`src/rtl/clock_pkg.sv`:
```
// Shared types and helpers for the time-of-day core: field widths, packed time struct, load validation.
// The hour field is sized for DAY_HOURS up to 99, so HOUR_W above 7 is not supported.
`timescale 1ns/1ps
package clock_pkg;
   localparam int SEC_W      = 6;
   localparam int MIN_W      = 6;
   localparam int HOUR_MAX_W = 7;

   localparam logic [SEC_W-1:0] SEC_MAX = 6'd59;
   localparam logic [MIN_W-1:0] MIN_MAX = 6'd59;

   typedef struct packed {
      logic [HOUR_MAX_W-1:0] hour;
      logic [MIN_W-1:0]      min;
      logic [SEC_W-1:0]      sec;
   } clock_time_t;

   function automatic logic time_valid(input clock_time_t t, input logic [HOUR_MAX_W-1:0] day_hours);
      return (t.sec <= SEC_MAX) && (t.min <= MIN_MAX) && (t.hour < day_hours);
   endfunction
endpackage

```
`src/rtl/clock_if.sv`:
```
// Control/status bundle between the tick-domain controller (master) and the clock core (slave).
`timescale 1ns/1ps
interface clock_if
   import clock_pkg::*;
#(
   parameter int HOUR_W = 5
) ();
   logic                  run;
   logic                  time_ow;
   logic [HOUR_W+11:0]    time_in;
   logic                  adj_hr;
   logic                  adj_min;
   logic                  mode_12h;
   logic [HOUR_W-1:0]     hour_out;
   logic [MIN_W-1:0]      min_out;
   logic [SEC_W-1:0]      sec_out;
   logic [3:0]            sec_1s, sec_10s, min_1s, min_10s, hr_1s, hr_10s;
   logic                  pm;
   logic                  day_tick;
   logic                  load_err;
   logic                  alarm_set;
   logic                  alarm_arm;
   logic [HOUR_W+11:0]    alarm_in;
   logic                  alarm_hit;

   modport master (
      output run, time_ow, time_in, adj_hr, adj_min, mode_12h, alarm_set, alarm_arm, alarm_in,
      input  hour_out, min_out, sec_out, sec_1s, sec_10s, min_1s, min_10s, hr_1s, hr_10s,
             pm, day_tick, load_err, alarm_hit
   );

   modport slave (
      input  run, time_ow, time_in, adj_hr, adj_min, mode_12h, alarm_set, alarm_arm, alarm_in,
      output hour_out, min_out, sec_out, sec_1s, sec_10s, min_1s, min_10s, hr_1s, hr_10s,
             pm, day_tick, load_err, alarm_hit
   );
endinterface

```
`src/rtl/bin2bcd2.sv`:
```
// Combinational binary (0..99) to two BCD digits.
`timescale 1ns/1ps
module bin2bcd2 (
   input  logic [6:0] bin,
   output logic [3:0] tens,
   output logic [3:0] ones
);
   assign tens = 4'(bin / 7'd10);
   assign ones = 4'(bin % 7'd10);
endmodule

```
`src/rtl/clock_core_param.sv`:
```
// Parametrised time-of-day counter on the 1 Hz clock with load, adjust, 12/24 h display and rollover pulse.
// Optional alarm compare is built when CLOCK_ALARM_EN is defined; otherwise alarm inputs are ignored.
`timescale 1ns/1ps
module clock_core_param
   import clock_pkg::*;
#(
   parameter int HOUR_W     = 5,
   parameter int DAY_HOURS  = 24,
   parameter int RESET_HOUR = 0
) (
   input  logic   clk_1hz,
   input  logic   rst,
   clock_if.slave bus
);
   localparam logic [HOUR_W-1:0]     HOUR_LAST = HOUR_W'(DAY_HOURS - 1);
   localparam logic [HOUR_W-1:0]     HOUR_RST  = HOUR_W'(RESET_HOUR);
   localparam logic [HOUR_MAX_W-1:0] DAY_LEN   = HOUR_MAX_W'(DAY_HOURS);

   logic [SEC_W-1:0]  sec_reg, sec_next;
   logic [MIN_W-1:0]  min_reg, min_next, min_inc;
   logic [HOUR_W-1:0] hour_reg, hour_next, hour_inc;
   logic              day_tick_reg, load_err_reg, alarm_hit_reg;
   logic              sec_wrap, min_wrap, hour_wrap, rollover_next;
   logic              load_ok, alarm_match, alarm_err;
   clock_time_t       load_t;

   always_comb begin
      sec_wrap      = (sec_reg == SEC_MAX);
      min_wrap      = (min_reg == MIN_MAX);
      hour_wrap     = (hour_reg == HOUR_LAST);
      min_inc       = min_wrap ? '0 : min_reg + MIN_W'(1);
      hour_inc      = hour_wrap ? '0 : hour_reg + HOUR_W'(1);
      sec_next      = sec_wrap ? '0 : sec_reg + SEC_W'(1);
      min_next      = sec_wrap ? min_inc : min_reg;
      hour_next     = (sec_wrap && min_wrap) ? hour_inc : hour_reg;
      rollover_next = sec_wrap && min_wrap && hour_wrap;
   end

   assign load_t  = '{hour: HOUR_MAX_W'(bus.time_in[HOUR_W+11:12]),
                      min:  bus.time_in[11:6],
                      sec:  bus.time_in[5:0]};
   assign load_ok = time_valid(load_t, DAY_LEN);

`ifdef CLOCK_ALARM_EN
   clock_time_t alarm_reg, alarm_t, count_t;
   logic        alarm_ok;

   assign alarm_t  = '{hour: HOUR_MAX_W'(bus.alarm_in[HOUR_W+11:12]),
                       min:  bus.alarm_in[11:6],
                       sec:  bus.alarm_in[5:0]};
   assign alarm_ok = time_valid(alarm_t, DAY_LEN);
   assign count_t  = '{hour: HOUR_MAX_W'(hour_next), min: min_next, sec: sec_next};
   // Compared against the count result only, so loads and adjusts never fire the alarm.
   assign alarm_match = bus.alarm_arm && (count_t == alarm_reg);
   assign alarm_err   = bus.alarm_set && !alarm_ok;

   always_ff @(posedge clk_1hz) begin
      if (rst) begin
         alarm_reg <= '0;
      end else if (bus.alarm_set && alarm_ok) begin
         alarm_reg <= alarm_t;
      end
   end
`else
   logic alarm_unused;
   assign alarm_unused = ^{bus.alarm_set, bus.alarm_arm, bus.alarm_in};
   assign alarm_match  = 1'b0;
   assign alarm_err    = 1'b0;
`endif

   always_ff @(posedge clk_1hz) begin
      if (rst) begin
         sec_reg       <= '0;
         min_reg       <= '0;
         hour_reg      <= HOUR_RST;
         day_tick_reg  <= 1'b0;
         load_err_reg  <= 1'b0;
         alarm_hit_reg <= 1'b0;
      end else begin
         day_tick_reg  <= 1'b0;
         load_err_reg  <= alarm_err;
         alarm_hit_reg <= 1'b0;
         if (bus.time_ow) begin
            if (load_ok) begin
               sec_reg  <= load_t.sec;
               min_reg  <= load_t.min;
               hour_reg <= HOUR_W'(load_t.hour);
            end else begin
               load_err_reg <= 1'b1;
            end
         end else if (bus.adj_hr || bus.adj_min) begin
            if (bus.adj_min) min_reg  <= min_inc;
            if (bus.adj_hr)  hour_reg <= hour_inc;
         end else if (bus.run) begin
            sec_reg       <= sec_next;
            min_reg       <= min_next;
            hour_reg      <= hour_next;
            day_tick_reg  <= rollover_next;
            alarm_hit_reg <= alarm_match;
         end
      end
   end

   logic [6:0] hr_disp;
   logic       pm_disp;

   generate
      if (DAY_HOURS == 24) begin : g_12h
         always_comb begin
            hr_disp = 7'(hour_reg);
            pm_disp = 1'b0;
            if (bus.mode_12h) begin
               pm_disp = (hour_reg >= HOUR_W'(12));
               if (hour_reg == '0)
                  hr_disp = 7'd12;
               else if (hour_reg > HOUR_W'(12))
                  hr_disp = 7'(hour_reg - HOUR_W'(12));
            end
         end
      end else begin : g_24h
         logic mode_unused;
         assign mode_unused = bus.mode_12h;
         assign hr_disp     = 7'(hour_reg);
         assign pm_disp     = 1'b0;
      end
   endgenerate

   // Digit pairs: 0 = seconds, 1 = minutes, 2 = display hour.
   logic [6:0] bcd_bin  [3];
   logic [3:0] bcd_tens [3];
   logic [3:0] bcd_ones [3];

   assign bcd_bin[0] = 7'(sec_reg);
   assign bcd_bin[1] = 7'(min_reg);
   assign bcd_bin[2] = hr_disp;

   generate
      for (genvar gi = 0; gi < 3; gi++) begin : g_bcd
         bin2bcd2 u_bcd (
            .bin  (bcd_bin[gi]),
            .tens (bcd_tens[gi]),
            .ones (bcd_ones[gi])
         );
      end
   endgenerate

   assign bus.sec_out   = sec_reg;
   assign bus.min_out   = min_reg;
   assign bus.hour_out  = hour_reg;
   assign bus.sec_1s    = bcd_ones[0];
   assign bus.sec_10s   = bcd_tens[0];
   assign bus.min_1s    = bcd_ones[1];
   assign bus.min_10s   = bcd_tens[1];
   assign bus.hr_1s     = bcd_ones[2];
   assign bus.hr_10s    = bcd_tens[2];
   assign bus.pm        = pm_disp;
   assign bus.day_tick  = day_tick_reg;
   assign bus.load_err  = load_err_reg;
   assign bus.alarm_hit = alarm_hit_reg;
endmodule

```
`src/flat_wrapper.sv`:
```
// flat-port wrapper written by rule: the top's interface ports become plain ports
module clock_core_param_flat import clock_pkg::*;
#(
   parameter int HOUR_W     = 5,
   parameter int DAY_HOURS  = 24,
   parameter int RESET_HOUR = 0
)
  (clk_1hz, rst, bus_run, bus_time_ow, bus_time_in, bus_adj_hr, bus_adj_min, bus_mode_12h, bus_alarm_set, bus_alarm_arm, bus_alarm_in, bus_hour_out, bus_min_out, bus_sec_out, bus_sec_1s, bus_sec_10s, bus_min_1s, bus_min_10s, bus_hr_1s, bus_hr_10s, bus_pm, bus_day_tick, bus_load_err, bus_alarm_hit);
  clock_if #(.HOUR_W(HOUR_W)) bus_i ();
  input  logic clk_1hz;
  input  logic rst;
  input wire logic [$bits(bus_i.run)-1:0] bus_run;
  input wire logic [$bits(bus_i.time_ow)-1:0] bus_time_ow;
  input wire logic [$bits(bus_i.time_in)-1:0] bus_time_in;
  input wire logic [$bits(bus_i.adj_hr)-1:0] bus_adj_hr;
  input wire logic [$bits(bus_i.adj_min)-1:0] bus_adj_min;
  input wire logic [$bits(bus_i.mode_12h)-1:0] bus_mode_12h;
  input wire logic [$bits(bus_i.alarm_set)-1:0] bus_alarm_set;
  input wire logic [$bits(bus_i.alarm_arm)-1:0] bus_alarm_arm;
  input wire logic [$bits(bus_i.alarm_in)-1:0] bus_alarm_in;
  output wire logic [$bits(bus_i.hour_out)-1:0] bus_hour_out;
  output wire logic [$bits(bus_i.min_out)-1:0] bus_min_out;
  output wire logic [$bits(bus_i.sec_out)-1:0] bus_sec_out;
  output wire logic [$bits(bus_i.sec_1s)-1:0] bus_sec_1s;
  output wire logic [$bits(bus_i.sec_10s)-1:0] bus_sec_10s;
  output wire logic [$bits(bus_i.min_1s)-1:0] bus_min_1s;
  output wire logic [$bits(bus_i.min_10s)-1:0] bus_min_10s;
  output wire logic [$bits(bus_i.hr_1s)-1:0] bus_hr_1s;
  output wire logic [$bits(bus_i.hr_10s)-1:0] bus_hr_10s;
  output wire logic [$bits(bus_i.pm)-1:0] bus_pm;
  output wire logic [$bits(bus_i.day_tick)-1:0] bus_day_tick;
  output wire logic [$bits(bus_i.load_err)-1:0] bus_load_err;
  output wire logic [$bits(bus_i.alarm_hit)-1:0] bus_alarm_hit;
  assign bus_i.run = bus_run;
  assign bus_i.time_ow = bus_time_ow;
  assign bus_i.time_in = bus_time_in;
  assign bus_i.adj_hr = bus_adj_hr;
  assign bus_i.adj_min = bus_adj_min;
  assign bus_i.mode_12h = bus_mode_12h;
  assign bus_i.alarm_set = bus_alarm_set;
  assign bus_i.alarm_arm = bus_alarm_arm;
  assign bus_i.alarm_in = bus_alarm_in;
  assign bus_hour_out = bus_i.hour_out;
  assign bus_min_out = bus_i.min_out;
  assign bus_sec_out = bus_i.sec_out;
  assign bus_sec_1s = bus_i.sec_1s;
  assign bus_sec_10s = bus_i.sec_10s;
  assign bus_min_1s = bus_i.min_1s;
  assign bus_min_10s = bus_i.min_10s;
  assign bus_hr_1s = bus_i.hr_1s;
  assign bus_hr_10s = bus_i.hr_10s;
  assign bus_pm = bus_i.pm;
  assign bus_day_tick = bus_i.day_tick;
  assign bus_load_err = bus_i.load_err;
  assign bus_alarm_hit = bus_i.alarm_hit;
  clock_core_param #(.HOUR_W(HOUR_W), .DAY_HOURS(DAY_HOURS), .RESET_HOUR(RESET_HOUR)) u_core (.clk_1hz(clk_1hz), .rst(rst), .bus(bus_i));
endmodule
```
`config.mk`:
```
export PLATFORM = sky130hd
export DESIGN_NAME = clock_core_param_flat
export DESIGN_NICKNAME = d
export VERILOG_FILES = /design/src/rtl/clock_pkg.sv /design/src/rtl/clock_if.sv /design/src/rtl/bin2bcd2.sv /design/src/rtl/clock_core_param.sv /design/src/flat_wrapper.sv
export SDC_FILE = /design/constraint.sdc
export NUM_CORES = 1
export LEC_CHECK = 0
export BUFFER_PORTS_ARGS = -buffer_cell sky130_fd_sc_hd__buf_4
export CAP_MARGIN = 40
export CORE_AREA = 2 2 72 74
export CTS_BUF_LIST = sky130_fd_sc_hd__clkbuf_16
export CTS_CLUSTER_DIAMETER = 200
export DETAILED_ROUTE_END_ITERATION = 8
export DIE_AREA = 0 0 74 76
export PLACE_DENSITY = 0.73
export SYNTH_ARGS = -nofsm -noshare
export SYNTH_HDL_FRONTEND = slang
export SYNTH_SLANG_ARGS = --single-unit
```
`constraint.sdc`:
```
create_clock -name clk_1hz -period 2.51 [get_ports clk_1hz]
set_input_delay 0.251 -clock clk_1hz [delete_from_list [all_inputs] [get_ports clk_1hz]]
set_output_delay 0.251 -clock clk_1hz [all_outputs]
set_load 0.05 [all_outputs]
```
==> metrics.yaml, run 1 <==
status:
  status: "finished with violations"
  violations: "negative setup slack"
power:
  power.internal_mw: 1.088
  power.leakage_nw: 1.550
  finalPower_mw: 1.938
  ir_worst_vdd_uv: 401.6
  switching_fraction_pct: 43.88
  power.combinational.fraction_pct: 64.3
  net-switching-power_mw: 0.8503
  power_frac_clock_pct: 17.3
  seqPwrFrac_pct: 18.4
  powerDensity_nw_per_um2: 547.5
timing:
  setup_repair_after_global_routing_missed_its_margin: "yes"
  timing.clock.skew_ns: 0.0008880
  worst_slack_ns: -0.3218
  max_frequency_mhz: 353.1
  hold_violations: 0
  drv_slew: 0
  worst_slew_pin_slew_ns: 0.5077
  max_slew_margin_pct: 65.95
  setup_tns_ns: -1.490
  final.hold.worst_slack_ns: 0.3265
  setup_viol: 10
  period_minus_slack_ns: 2.832
  final.period_utilization_pct: 112.8
worst_setup_path:
  rr_endpoint: "u_core.bus.hour_out[2]"
  reg2reg_depth: 7
  crit_path_dat_ns: 2.58
  critical-path-max-stage-delay_ns: 0.35
  criticalPathCategory: "flop to primary output"
  launch_point_of_the_worst_reg_to_reg_path: "u_core.bus.sec_out[1]"
  end_kind: "primary output"
  critical_path.startpoint_type: "flop"
  crit_fanout: 3
  critical_path.most_common_cell: "sky130_fd_sc_hd__ha_4"
  critical_path_buf_inv_count: 2
  chain_of_cells_forming_the_critical_path: "inv_4, ha_4, and2_4, o311a_4, a2111oi_4, nor2b_4, nor2_2, ha_4, nor3_2, nor4_2, a21oi_2, buf_6"
  rrSetupSlack_ns: 0.37
  worst_ep_required_time_ns: 2.26
  worst_path_max_delay_cell: "sky130_fd_sc_hd__dfxtp_4"
  delay_heaviest_family_cp: "simple AND/OR/NAND/NOR gates"
yosys:
  synth-async-reset-ratio_pct: 0
  synthXorXnorAreaFrac_pct: 2.555
  average_cell_area_after_synthesis_sq_um: 7.346
  yosys.area_share.simple_pct: 24.94
  synth_mux_area_share_pct: 3.406
  synth.top_cells.by_area: "sky130_fd_sc_hd__dfxtp_1, sky130_fd_sc_hd__ha_1, sky130_fd_sc_hd__nor2_1, sky130_fd_sc_hd__nand2_1, sky130_fd_sc_hd__inv_1"
  synth_top_family_by_area: "compound AO/OA/AOI/OAI gates"
  synth_top_area_cell: "sky130_fd_sc_hd__dfxtp_1"
  synth_top_cell_area_share_pct: 18.49
  yosys_warnings: 0
  synthesized_area_fraction_occupied_by_adder_cells_pct: 9.489
  synth.cell_area_sq_um: 2057
  post_synth_inst_count: 280
  number_of_flops_mapped_to_enable_cells_by_yosys: 0
  ys.flop_type: "sky130_fd_sc_hd__dfxtp_1"
  synth_seq_area_share_pct: 18.49
  synth_compound_area_share_pct: 30.84
  ys_ff_latch: 19
  number_of_unique_standard_cell_types_used_by_synthesis: 63
min_path:
  min_delay_worst_type: "input port to flop"
  hold_path_end: "u_core.bus.hour_out[0]"
  worst_hold_path_stage_count: 2
  worstHoldStart: "rst"
cells_and_area:
  final_core_utilization_pct: 72.06
  n_antenna_cell: 0
  drive_above_1_share_pct: 52.74
  final_net_count: 441
  n_fill_cell: 386
  area_growth_pct: 72.08
floorplan:
  floorplan.io_pins: 88
  floorplan.rows: 26
  dieHeight_microns: 76
  start_util_pct: 41.87
  area_of_the_die_sq_um: 5624
  floorplan_core_area_sq_um: 4912
  die_width_microns: 74
cts:
  clock_sinks: 19
  clk_transition_reported_paths_ns: 0.06
  worst_skew_pair_later_pin_latency_ns: 0.25
  cts-root-buf: "sky130_fd_sc_hd__clkbuf_16"
  htreeDepth: 1
  cts_tree: "built"
  cts_buffer_depth: 2
  tritoncts.num_buffers: 3
grt:
  grt_pass1_wl_mm: 10.64
  grt_start_max_net_pins: 28
  grt_use_total_pct: 23.13
  grt_pass1_vias: 2320
  grt_overflow: 0
  antenna_found_initial: 0
drt:
  detail_route.drc_violations: 0
  drt-total-wl_mm: 6.525
  detail_route.wl_per_cell_microns: 14.40
  detailroute.via_count: 2437
  drt_pre_antenna_iters: 4
  antenna_left: 0
  vias_per_cell: 5.380
  initialDrtViolationCount: 173
place:
  io_buf_count: 64
  detailed_place_hpwl_mm: 4.705
  globalplace.congestion: 0.8058
job:
  maxCapViolCount: 0
-- how the worst max path moves through the flow --
| stage | end | from | slack [ns] | depth (start not counted) |
|---|---|---|---|---|
| after floorplan | bus_hr_1s[2] | u_core.bus.hour_out[2] | -0.45 | 12 |
| after global placement | bus_hr_1s[2] | u_core.bus.hour_out[2] | -0.18 | 11 |
| after detailed placement | bus_hr_1s[2] | u_core.bus.hour_out[2] | -0.24 | 11 |
| after CTS | bus_hr_1s[2] | u_core.bus.hour_out[0] | -0.39 | 12 |
| after global routing | bus_hr_1s[2] | u_core.bus.hour_out[0] | -0.45 | 12 |
| final | bus_hr_1s[2] | u_core.bus.hour_out[0] | -0.32 | 12 |
-- area by class of cell --
class                   count  area (sq um)  area share, %
clock buffers               3         75.07          2.121
well taps                  70         87.58          2.474
multi-input cells         218          1876          52.99
clock inverters             1         5.005         0.1414
flip-flops and latches     19         410.4          11.59
repair buffers            120         984.7          27.82
inverters                  22         101.3          2.863
-- logic make-up after synthesis --
logic type	Yosys count
muxes	7
xor gates and xnor gates	6
adders and majority gates	16
buffers and inverters	46
DFF	19
other	1
and+or+nand+nor	99
AOI/OAI and AO/OA	86
-- metrics by stage --
| stage | instances | cell area, sq um | setup slack (ns) |
|---|---|---|---|
| after floorplan | 283 | 2446 | -0.4518 |
| after global placement | 432 | 3137 | -0.1794 |
| after detailed placement | 432 | 3137 | -0.2442 |
| after CTS | 448 | 3428 | -0.3928 |
| after global routing | 453 | 3540 | -0.4495 |
| final | 453 | 3540 | -0.3218 |
-- power by group through the flow --
stage	combinational (mW)	clock, mW	sequential (mW)
4_1_cts	1.18	0.337	0.357
3_5_place_dp	1.07	0	0.363
2_1_floorplan	0.700	0	0.442
3_3_place_gp	1.05	0	0.361
6_report	1.25	0.336	0.357
5_1_grt	1.32	0.346	0.361
-- cells in the final DEF, fill, tap and decap left out, types with 4 or more instances in the layout --
cell	n
sky130_fd_sc_hd__ha_1	8
sky130_fd_sc_hd__buf_4	103
sky130_fd_sc_hd__a31oi_1	4
sky130_fd_sc_hd__o21ai_2	4
sky130_fd_sc_hd__xnor2_4	4
sky130_fd_sc_hd__inv_4	6
sky130_fd_sc_hd__a21oi_1	11
sky130_fd_sc_hd__conb_1	4
sky130_fd_sc_hd__dfxtp_4	6
sky130_fd_sc_hd__a22oi_1	4
sky130_fd_sc_hd__buf_6	13
sky130_fd_sc_hd__inv_1	12
sky130_fd_sc_hd__and3_1	4
sky130_fd_sc_hd__mux2i_1	4
sky130_fd_sc_hd__dfxtp_1	7
sky130_fd_sc_hd__nand3_1	4
sky130_fd_sc_hd__nand2_1	21
sky130_fd_sc_hd__a21oi_2	4
sky130_fd_sc_hd__nor3_1	5
sky130_fd_sc_hd__ha_4	6
sky130_fd_sc_hd__o21ai_0	9
sky130_fd_sc_hd__nor2_1	26
sky130_fd_sc_hd__a211oi_1	8
sky130_fd_sc_hd__dfxtp_2	6
sky130_fd_sc_hd__nor2b_1	7
-- Yosys cell counts (5+ instances only) --
cell,count
sky130_fd_sc_hd__xnor2_1,6
sky130_fd_sc_hd__mux2i_1,7
sky130_fd_sc_hd__dfxtp_1,19
sky130_fd_sc_hd__o21ai_0,13
sky130_fd_sc_hd__ha_1,14
sky130_fd_sc_hd__nor3_1,6
sky130_fd_sc_hd__nand2_1,26
sky130_fd_sc_hd__inv_1,21
sky130_fd_sc_hd__a211oi_1,8
sky130_fd_sc_hd__a21oi_1,15
sky130_fd_sc_hd__nor2b_1,8
sky130_fd_sc_hd__buf_4,8
sky130_fd_sc_hd__a22oi_1,5
sky130_fd_sc_hd__clkbuf_1,9
sky130_fd_sc_hd__nor2_1,30
-- routing by layer --
layer / global-route usage, % / up-vias / wire length (microns)
met5: 0 / - / 0
met4: 6.000 / 0 / 92
met3: 4.101 / 10 / 319
met2: 41.07 / 70 / 3464
met1: 28.05 / 1150 / 2649
li1: - / 1207 / -
-- repair_timing --
action,4_1_cts,5_1_grt
pin swaps,19,12
hold endpoints to repair,0,0
resized for setup,26,15
hold buffers,0,0
setup buffers,12,5
endpoints found under the setup margin,12,12
No activity file was read; power rests on OpenSTA's default activity.
==> inputs of run 2 (changes only) <==
--- a/config.mk
+++ b/config.mk
@@ -7,12 +7,13 @@
 export LEC_CHECK = 0
 export BUFFER_PORTS_ARGS = -buffer_cell sky130_fd_sc_hd__buf_4
 export CAP_MARGIN = 40
-export CORE_AREA = 2 2 72 74
+export CORE_AREA = 2 2 76 78
 export CTS_BUF_LIST = sky130_fd_sc_hd__clkbuf_16
 export CTS_CLUSTER_DIAMETER = 200
 export DETAILED_ROUTE_END_ITERATION = 8
-export DIE_AREA = 0 0 74 76
-export PLACE_DENSITY = 0.73
+export DIE_AREA = 0 0 78 80
+export PLACE_DENSITY = 0.78
 export SYNTH_ARGS = -nofsm -noshare
 export SYNTH_HDL_FRONTEND = slang
+export SYNTH_HIERARCHICAL = 1
 export SYNTH_SLANG_ARGS = --single-unit
==> constraint.sdc (replaced) <==
create_clock -name clk_1hz -period 3.15 [get_ports clk_1hz]
set_input_delay 0.315 -clock clk_1hz [delete_from_list [all_inputs] [get_ports clk_1hz]]
set_output_delay 0.315 -clock clk_1hz [all_outputs]
set_load 0.05 [all_outputs]
==> run 2 against run 1 <==
  * The run still ends with negative setup slack left
  * Critical endpoint is now bus_hr_1s[1]
  * Global-route usage grew 1.0 points
  * Via count grew 26%
  * Sequential share of layout area shrank 1.2 points
  * Sequential power shrank 17%
  * Area after synthesis grew 35%
  * Die area grew 11%
  * Synthesized cell count grew 24%
  * Largest cell class unchanged
  * Flip-flop and latch count is the same
  * First-iteration DRC count shrank 15%
  * Largest power group unchanged
  * Critical path type unchanged
  * Combinational power shrank 10%
==> metrics.yaml, run 2 <==
cts:
  clock_sinks: 19
  worst_skew_pair_later_pin_latency_ns: 0.25
  clk_transition_reported_paths_ns: 0.05
  tritoncts.num_buffers: 3
  hold_buffers: 0
  htreeDepth: 1
  cts-root-buf: "sky130_fd_sc_hd__clkbuf_16"
  cts_buffer_depth: 2
  cts_tree: "built"
power:
  ir_worst_vdd_uv: 280.6
  finalPower_mw: 1.683
  power.leakage_nw: 1.579
  powerDensity_nw_per_um2: 441.2
place:
  globalplace.congestion: 0.9024
  io_buf_count: 65
  detailed_place_hpwl_mm: 5.629
  dp_cells: 503
  preCtsSetupSlack_ns: 0.03927
floorplan:
  dieHeight_microns: 80
  die_width_microns: 78
  floorplan.rows: 27
  start_util_pct: 51.50
  area_of_the_die_sq_um: 6240
  floorplan.io_pins: 88
  floorplan_core_area_sq_um: 5405
cells_and_area:
  area_growth_pct: 37.03
  drive_above_1_share_pct: 38.39
  final_net_count: 502
  most_frequent_cells_in_the_layout: "sky130_fd_sc_hd__buf_4, sky130_fd_sc_hd__nand2_1, sky130_fd_sc_hd__nor2_1, sky130_fd_sc_hd__conb_1, sky130_fd_sc_hd__inv_1"
  n_antenna_cell: 0
  layout_commonest_cell: "sky130_fd_sc_hd__buf_4"
  final_core_utilization_pct: 70.58
  instances_no_fill: 520
drt:
  detail_route.wl_per_cell_microns: 14.97
  vias_per_cell: 5.925
  detail_route.drc_violations: 0
  drt_pre_antenna_iters: 5
  detailroute.via_count: 3081
  antenna_left: 0
  drt-total-wl_mm: 7.786
  initialDrtViolationCount: 147
grt:
  antenna_found_initial: 0
  use_met2_pct: 42.50
  grt_pass1_wl_mm: 12.76
  grt_pass1_vias: 2833
  grt_overflow: 0
  grt_use_total_pct: 24.15
  grtUsageMet1_pct: 32.09
  gr-max-usage-layer: "met2"
  grt_start_max_net_pins: 30
  grtUsageMet3_pct: 2.941
yosys:
  ys.flop_type: "sky130_fd_sc_hd__dfxtp_1"
  commonest_cells_in_the_netlist: "sky130_fd_sc_hd__nand2_1, sky130_fd_sc_hd__nor2_1, sky130_fd_sc_hd__dfxtp_1, sky130_fd_sc_hd__inv_1"
  average_cell_area_after_synthesis_sq_um: 8.000
  synth.top_cells.by_area: "sky130_fd_sc_hd__dfxtp_1, sky130_fd_sc_hd__ha_1, sky130_fd_sc_hd__mux2i_1, sky130_fd_sc_hd__nand2_1, sky130_fd_sc_hd__nor2_1"
  synth_top_area_cell: "sky130_fd_sc_hd__dfxtp_1"
  number_of_flops_mapped_to_enable_cells_by_yosys: 0
  number_of_unique_standard_cell_types_used_by_synthesis: 76
  post_synth_inst_count: 348
  ys_ff_latch: 19
  synth_seq_area_share_pct: 13.66
  synth.cell_area_sq_um: 2784
  yosys_warnings: 6
  synth-async-reset-ratio_pct: 0
  synth_top_cell_area_share_pct: 13.66
status:
  status: "finished with violations"
  violations: "negative setup slack"
worst_setup_path:
  worst_ep_required_time_ns: 2.83
  end_kind: "primary output"
  critical_path.startpoint_type: "flop"
  criticalPathCategory: "flop to primary output"
  delay_heaviest_family_cp: "compound AO/OA/AOI/OAI gates"
  critical_path_buf_inv_count: 2
  crit_fanout: 6
  critical_path.most_common_cell: "sky130_fd_sc_hd__ha_4"
  crit_path_dat_ns: 2.89
  critical-path-max-stage-delay_ns: 0.43
  worst_path_max_delay_cell: "sky130_fd_sc_hd__or3b_4"
  chain_of_cells_forming_the_critical_path: "ha_4, o21ai_4, a2111oi_4, or3b_4, a31o_1, o211ai_2, inv_2, ha_4, or3_4, o211ai_4, buf_6"
timing:
  drv_slew: 0
  max_frequency_mhz: 312.0
  hold_violations: 0
  worst_slew_pin_slew_ns: 0.8128
  period_minus_slack_ns: 3.205
  setup_repair_after_global_routing_missed_its_margin: "yes"
  max_slew_margin_pct: 45.40
  timing.clock.skew_ns: 0.0005034
  final.period_utilization_pct: 101.8
  setup_tns_ns: -0.08208
  setup_viol: 2
  worst_slack_ns: -0.05548
min_path:
  min_delay_worst_type: "input port to flop"
job:
  maxCapViolCount: 0
## run 2: cell types whose count changed in the layout (fill, tap and decap cells not counted), moves of 6 or more
cell / previous run / this run
sky130_fd_sc_hd__dfxtp_1: 7 / 14
sky130_fd_sc_hd__or3_1: 0 / 9
sky130_fd_sc_hd__nand2b_1: 2 / 10
sky130_fd_sc_hd__inv_4: 6 / 0
sky130_fd_sc_hd__conb_1: 4 / 19
sky130_fd_sc_hd__o21ai_1: 2 / 8
sky130_fd_sc_hd__nand4bb_1: 0 / 6
sky130_fd_sc_hd__nand3_1: 4 / 10
sky130_fd_sc_hd__buf_6: 13 / 4
## run 2: path summary, 6_finish.rpt
kind / from / end / slack (ns) / cells past startpoint
max: u_core/bus.hour_out[3] / bus_hr_1s[1] / -0.06 / 11
max reg2reg: u_core/bus.sec_out[2] / u_core/bus.hour_out[0] / 1.05 / 5
min: bus_time_in[6] / u_core/bus.min_out[0] / 0.35 / 3
min reg2reg: u_core/bus.hour_out[4] / u_core/bus.hour_out[4] / 0.59 / 2
## run 2: what timing repair did
| action | in CTS | in global routing |
|---|---|---|
| gates resized for setup | 11 | 4 |
| pin swaps | 8 | 7 |
| cloned | 0 | 0 |
| buffers inserted | 5 | 8 |
| setup endpoints to repair | 4 | 4 |
## run 2: cell families (layout without fill, tap and decap cells)
group	after synthesis	count (layout)	share of synthesized area, %
fa+ha+maj	10	10	4.494
mux	13	13	4.809
flops	19	19	13.66
buf+inv	47	129	8.584
compound gates	116	116	35.78
xor+xnor	6	6	1.888
other cells	1	19	0.1347
simple gates	136	136	30.65
## run 2: power by group
part / total [mW] / switching (mW) / internal, mW / leakage [nW]
registers: 0.298 / 0.0370 / 0.261 / 0.160
clock network: 0.262 / 0.0930 / 0.169 / 0.0423
logic: 1.12 / 0.681 / 0.443 / 1.38
total: 1.68 / 0.811 / 0.872 / 1.58
## run 2: final cells by class
class                   count  area, sq um
flip-flops and latches     19        396.6
clock buffers               3        75.07
inverters                  23        86.33
well taps                  72        90.09
repair buffers            102        780.7
clock inverters             1        3.754
fillers                   426         1590
multi-input cells         300         2382
## run 2: metrics by stage
stage                     cell area [sq um]  hold slack (ns)
after global routing                   3815           0.3701
after floorplan                        2973           0.4868
after detailed placement               3577           0.5394
after global placement                 3577           0.5273
final                                  3815           0.3456
after CTS                              3735           0.3433
## run 2: routing by layer
metal | routed length (microns) | share of wire (%)
met1 | 3402 | 44
met3 | 469 | 6.0
met2 | 3846 | 49
met5 | 0 | 0
met4 | 68 | 0.87
## run 2: worst register-to-register path, cell delays in order (launching register included)
cell,delay (ns)
sky130_fd_sc_hd__dfxtp_1,0.58
sky130_fd_sc_hd__buf_4,0.26
sky130_fd_sc_hd__or3b_2,0.15
sky130_fd_sc_hd__nor4_2,0.04
sky130_fd_sc_hd__o31ai_2,0.54
sky130_fd_sc_hd__mux2_2,0.41
